`src/rtl/axis_pkt_arbiter.sv`:
```
// Packet-atomic AXI-Stream arbiter: strict-priority plus round-robin grant, beat-limit truncation, per-source counters.
// Optional header beat before each packet when AXIS_ARB_HDR_EN is defined.
module axis_pkt_arbiter #(
    parameter int unsigned         NUM_SRC       = 3,
    parameter int unsigned         DATA_WIDTH    = 64,
    parameter int unsigned         MAX_PKT_BEATS = 1024,
    parameter logic [NUM_SRC-1:0]  PRIO_MASK     = NUM_SRC'(3'b001)
) (
    input  logic                                clk,
    input  logic                                rst,
    input  logic                                ena,
    input  logic                                clear_counters,
    input  logic [NUM_SRC-1:0][DATA_WIDTH-1:0]  s_tdata,
    input  logic [NUM_SRC-1:0]                  s_tvalid,
    input  logic [NUM_SRC-1:0]                  s_tlast,
    output logic [NUM_SRC-1:0]                  s_tready,
    output logic [DATA_WIDTH-1:0]               m_tdata,
    output logic                                m_tvalid,
    output logic                                m_tlast,
    input  logic                                m_tready,
    output logic [2:0]                          m_tdest,
    output logic [NUM_SRC-1:0][31:0]            pkt_count,
    output logic [15:0]                         trunc_count,
    output logic                                trunc_pulse
);

    localparam int unsigned IDX_W   = 3;
    localparam int unsigned MAX_SRC = 8;
    localparam int unsigned BEAT_W  = $clog2(MAX_PKT_BEATS + 1);
    localparam logic [BEAT_W-1:0] LAST_BEAT = BEAT_W'(MAX_PKT_BEATS - 1);

`ifdef AXIS_ARB_HDR_EN
    typedef enum logic [1:0] {IDLE, HDR, XFER, DRAIN} state_t;
`else
    typedef enum logic [1:0] {IDLE, XFER, DRAIN} state_t;
`endif

    state_t                      state_q, state_d;
    logic [IDX_W-1:0]            grant_q, grant_d;
    logic [IDX_W-1:0]            last_grant_q, last_grant_d;
    logic [BEAT_W-1:0]           beat_q, beat_d;
    logic [NUM_SRC-1:0][31:0]    pkt_count_q, pkt_count_d;
    logic [15:0]                 trunc_count_q, trunc_count_d;
    logic                        trunc_pulse_q, trunc_pulse_d;
`ifdef AXIS_ARB_HDR_EN
    logic [NUM_SRC-1:0][15:0]    seq_q, seq_d;
    logic [15:0]                 sel_seq;
`endif

    logic [MAX_SRC-1:0]          req8;
    logic [IDX_W-1:0]            rr_idx;
    logic [IDX_W-1:0]            pick;
    logic                        any_prio;
    logic [NUM_SRC-1:0]          sel_mask;
    logic [DATA_WIDTH-1:0]       sel_data;
    logic                        sel_valid;
    logic                        sel_last;

    // Grant choice: lowest-index priority requester, else first requester after last_grant
    always_comb begin
        req8     = MAX_SRC'(s_tvalid);
        pick     = '0;
        rr_idx   = '0;
        any_prio = 1'b0;
        for (int i = int'(NUM_SRC) - 1; i >= 0; i--) begin
            if (s_tvalid[i] && PRIO_MASK[i]) begin
                pick     = IDX_W'(i);
                any_prio = 1'b1;
            end
        end
        if (!any_prio) begin
            for (int k = int'(NUM_SRC); k >= 1; k--) begin
                rr_idx = IDX_W'((int'(last_grant_q) + k) % int'(NUM_SRC));
                if (req8[rr_idx]) pick = rr_idx;
            end
        end
    end

    // Granted-source mux
    always_comb begin
        sel_mask  = '0;
        sel_data  = '0;
        sel_valid = 1'b0;
        sel_last  = 1'b0;
`ifdef AXIS_ARB_HDR_EN
        sel_seq   = '0;
`endif
        for (int i = 0; i < int'(NUM_SRC); i++) begin
            if (grant_q == IDX_W'(i)) begin
                sel_mask[i] = 1'b1;
                sel_data    = s_tdata[i];
                sel_valid   = s_tvalid[i];
                sel_last    = s_tlast[i];
`ifdef AXIS_ARB_HDR_EN
                sel_seq     = seq_q[i];
`endif
            end
        end
    end

    // Next-state and combinational stream outputs
    always_comb begin
        state_d       = state_q;
        grant_d       = grant_q;
        last_grant_d  = last_grant_q;
        beat_d        = beat_q;
        pkt_count_d   = pkt_count_q;
        trunc_count_d = trunc_count_q;
        trunc_pulse_d = 1'b0;
`ifdef AXIS_ARB_HDR_EN
        seq_d         = seq_q;
`endif
        m_tvalid      = 1'b0;
        m_tlast       = 1'b0;
        m_tdata       = '0;
        s_tready      = '0;

        case (state_q)
            IDLE: begin
                beat_d = '0;
                if (ena && (|s_tvalid)) begin
                    grant_d = pick;
                    if (!any_prio) last_grant_d = pick;
`ifdef AXIS_ARB_HDR_EN
                    state_d = HDR;
`else
                    state_d = XFER;
`endif
                end
            end
`ifdef AXIS_ARB_HDR_EN
            HDR: begin
                m_tvalid = 1'b1;
                m_tdata  = DATA_WIDTH'({8'hA5, 8'(grant_q), sel_seq, 32'h0});
                if (m_tready) begin
                    for (int i = 0; i < int'(NUM_SRC); i++) begin
                        if (sel_mask[i]) seq_d[i] = seq_q[i] + 16'd1;
                    end
                    state_d = XFER;
                end
            end
`endif
            XFER: begin
                m_tvalid = sel_valid;
                m_tdata  = sel_data;
                m_tlast  = sel_last || (beat_q == LAST_BEAT);
                s_tready = sel_mask & {NUM_SRC{m_tready}};
                if (sel_valid && m_tready) begin
                    beat_d = beat_q + BEAT_W'(1);
                    if (sel_last) begin
                        state_d = IDLE;
                        for (int i = 0; i < int'(NUM_SRC); i++) begin
                            if (sel_mask[i] && (pkt_count_q[i] != 32'hFFFF_FFFF))
                                pkt_count_d[i] = pkt_count_q[i] + 32'd1;
                        end
                    end else if (beat_q == LAST_BEAT) begin
                        state_d       = DRAIN;
                        trunc_pulse_d = 1'b1;
                        if (trunc_count_q != 16'hFFFF) trunc_count_d = trunc_count_q + 16'd1;
                    end
                end
            end
            DRAIN: begin
                s_tready = sel_mask;
                if (sel_valid && sel_last) state_d = IDLE;
            end
            default: state_d = IDLE;
        endcase

        // Clear takes precedence over any same-cycle increment
        if (clear_counters) begin
            pkt_count_d   = '0;
            trunc_count_d = '0;
        end
    end

    always_ff @(posedge clk) begin
        if (rst) begin
            state_q       <= IDLE;
            grant_q       <= '0;
            last_grant_q  <= IDX_W'(NUM_SRC - 1);
            beat_q        <= '0;
            pkt_count_q   <= '0;
            trunc_count_q <= '0;
            trunc_pulse_q <= 1'b0;
`ifdef AXIS_ARB_HDR_EN
            seq_q         <= '0;
`endif
        end else begin
            state_q       <= state_d;
            grant_q       <= grant_d;
            last_grant_q  <= last_grant_d;
            beat_q        <= beat_d;
            pkt_count_q   <= pkt_count_d;
            trunc_count_q <= trunc_count_d;
            trunc_pulse_q <= trunc_pulse_d;
`ifdef AXIS_ARB_HDR_EN
            seq_q         <= seq_d;
`endif
        end
    end

    assign m_tdest     = grant_q;
    assign pkt_count   = pkt_count_q;
    assign trunc_count = trunc_count_q;
    assign trunc_pulse = trunc_pulse_q;

endmodule

```
`config.mk`:
```
export PLATFORM = sky130hd
export DESIGN_NAME = axis_pkt_arbiter
export DESIGN_NICKNAME = d
export VERILOG_FILES = /design/src/rtl/axis_pkt_arbiter.sv
export SDC_FILE = /design/constraint.sdc
export NUM_CORES = 1
export LEC_CHECK = 0
export ABC_CLOCK_PERIOD_IN_PS = 4900
export CORE_ASPECT_RATIO = 0.5
export CORE_MARGIN = 10
export CORE_UTILIZATION = 43
export DETAILED_ROUTE_END_ITERATION = 8
export GPL_TIMING_DRIVEN = 1
export PLACE_DENSITY = 0.86
export SYNTH_ARGS = -nofsm -noshare
export SYNTH_HDL_FRONTEND = slang
export SYNTH_SLANG_ARGS = --single-unit
```
`constraint.sdc`:
```
create_clock -name clk -period 4.9 [get_ports clk]
set_clock_uncertainty 0.15 [all_clocks]
set_input_delay 0.735 -clock clk [delete_from_list [all_inputs] [get_ports clk]]
set_output_delay 0.735 -clock clk [all_outputs]
set_load 0.005 [all_outputs]
```
==> flow_metrics.tcl <==
set metrics [dict create \
    yosysMostFrequentCell "nor2_1" \
    postSynthAreaPerCell_um2 7.287 \
    grt_pass1_vias 9985 \
    wire_per_inst_um 20.77 \
    crit_chain "ha_1 > nand2_1 > inv_1 > nor2_1 > ha_2 > inv_1 > o2111a_1 > o21a_1 > or2_2 > ha_1 > a21oi_1 > o211ai_1 > o221a_2 > a311oi_2 > a32o_1 > a31oi_1 > o41ai_2" \
    fillerInstances 1539 \
    dr.pass1.iters 6 \
    hold_viol_final 0 \
    power.density_nw_per_um2 285.8 \
    hold_ws_ps 347.3 \
    synth_enable_flop_cells 0 \
    die_area_um2 26400 \
    critPathCaptureType "flip-flop" \
    antenna_found_initial 4 \
    status "completed" \
    criticalPathCategory "flip-flop to flip-flop" \
    ys_warn_count 0 \
    clk_pin_slew_ps 60 \
    muxShareOfSynthArea 0.01164 \
    synth-async-reset-ratio 0 \
    setup-violations-final 0 \
    synth_common_cells "nor2_1, dfxtp_1, inv_1, o21ai_0, nand2_1" \
    maxCapViolations 0 \
    required_ps 5050 \
    multiInputGateArea_um2 5331 \
    synth_top_family_by_area "simple AND/OR/NAND/NOR gates" \
    grt_max_degree 52 \
    clock_latency_ps 420 \
    relSlewSlack 0.2796 \
    grt.overflow.total 0 \
    crit_fanout 9 \
    drtAntennaViolNets 0 \
    cp_top_family "compound AO/OA/AOI/OAI gates" \
    cp-start-kind "flip-flop" \
    core.rowCount 36 \
    slowest_delay_ps 400 \
    avgViaCountPerCell 5.668 \
    syn_inst 1180 \
    portBuffers 387 \
    ys_seq_elements 132 \
    synth_compound_area_frac 0.1838 \
    synth_ff_type "dfxtp_1" \
    synth-simple-area-share 0.2852 \
    cts_root_buffer "clkbuf_16" \
    yosysTopAreaCell "dfxtp_1" \
    dpl_cell_area_um2 12640 \
    drive_gt1_frac 0.04339 \
    synthAdderAreaFrac 0.03929 \
    max_freq_mhz 221.1 \
    synth_area_um2 8598 \
    start_util 0.4398 \
    power_mw 3.813 \
    drc_errors 0 \
    slew_violations 0 \
    hp-class "flip-flop to flip-flop" \
    yosys.area.top_type_share 0.3073 \
    seqCellArea_um2 2646 \
    period_minus_slack_ps 4524 \
    cts.sinks 132 \
    cts_htree_levels 4 \
    boundaryPins 388 \
    critPathSlowestCell "dfxtp_1" \
    yosysUniqueCellTypes 63 \
    numCtsBuffers 17 \
    ys_seq_area_frac 0.3073 \
    synth_xor_area_frac 0.09677 \
    ir_drop_mv 0.2479 \
    gp_congestion 0.9471 \
    synth_nets 1410 \
    cts_setup_buffers 0 \
    timing.setup.tns_ps 0 \
    power.leakage_nw 4.637 \
    synth_area_leaders "dfxtp_1, nor2_1, o221ai_1, xnor2_1, o21ai_0" \
    drt_iter0_drc 1082 \
    grt_pass1_wl_um 57000 \
    vias 10280 \
    core_region_area_um2 19550 \
    die_width_um 220.0 \
    tightest_slew_ps 1077 \
    finalInstanceArea_um2 13340 \
    die_y_um 120.0 \
    area_delta_synth_final_pct 55.19 \
    nets 1761 \
    clock_path_buffers 2 \
    dpl.hpwl_um 29230 \
    routed_wl_um 37680 \
    grt.total_usage 0.2664 \
    grt_setup_unrepaired "false" \
    timing.final.crit_share 0.9232 \
    critPathBufInv 2 \
    cts_tree "done" \
    critPathArrivalTime_ps 4680 \
]
-- path summary, 6_finish.rpt --
kind / startpoint / to / slack, ps / cells after the start
worst max-delay path: last_grant_q[1]$_SDFFE_PP1P_ / m_tdest[1]$_SDFFE_PP0P_ / 380 / 17
worst min-delay path: pkt_count[50]$_SDFFE_PP0P_ / pkt_count[50]$_SDFFE_PP0P_ / 350 / 2
worst min register to register: pkt_count[50]$_SDFFE_PP0P_ / pkt_count[50]$_SDFFE_PP0P_ / 350 / 2
worst max register to register: last_grant_q[1]$_SDFFE_PP1P_ / m_tdest[1]$_SDFFE_PP0P_ / 380 / 17
-- tightest hold or removal path: cells and delay by family, from the launching register on --
family | cells | cell delay, ps
compound gates | 1 | 50
flops | 1 | 330
simple gates | 1 | 60
-- placed cells by master, fill, tap and decap left out, drive strengths merged, types with 28 or more instances in the layout --
cell type,instances
clkdlybuf4s50,387
o221ai,64
dfxtp,132
nor2,203
xnor2,61
nand2,69
xor2,34
nor3,31
nand3,51
a21oi,41
o21ai,98
inv,105
nand4,33
or3,28
-- where the power goes --
group          internal [mW]  total (mW)  switching (mW)
clock                  0.946        1.43           0.480
combinational          0.611        1.27           0.654
sequential              1.08        1.12          0.0385
-- layout make-up --
type                       count  area share
sequential                   132      0.1983
clock buffer                  21     0.03526
inverter                     105     0.02954
clock inverter                11     0.01481
multi-input combinational    878      0.3995
timing repair buffer         397      0.2969
tap                          266     0.02494
antenna                        4   0.0007501
-- metal layers --
metal / track usage / share of wire / up-vias
met2: 0.4613 / 0.49 / 486
li1: - / - / 4839
met1: 0.3092 / 0.39 / 4872
met5: 0 / 0 / -
met4: 0.1195 / 0.036 / 0
met3: 0.06068 / 0.081 / 85
-- through the flow --
step	utilization	instances	setup WS (ps)
after global placement	0.6468	1778	590.5
after global routing	0.6826	1814	73.45
final	0.6826	1814	376.2
after detailed placement	0.6468	1778	407.0
after floorplan	-	1180	862.1
after CTS	0.6809	1810	286.3
-- sequential cells by signal, indices dropped and copies added (netlist names) --
| signal | cells |
|---|---|
| last_grant_q | 3 |
| trunc_pulse | 1 |
| pkt_count | 96 |
| state_q | 2 |
| beat_q | 11 |
| trunc_count | 16 |
| m_tdest | 3 |
-- cell families after synthesis --
family,after synthesis
XOR/XNOR,95
AND/OR/NAND/NOR,504
adder cells (fa/ha/maj),27
multiplexers,10
flip-flops,132
AO/OA/AOI/OAI,242
buffers and inverters,170
-- repair_timing --
item	in CTS	in global routing
resized for setup	0	5
hold buffers	0	0
setup endpoints to repair	0	1
(Power assumes the default switching activity.)
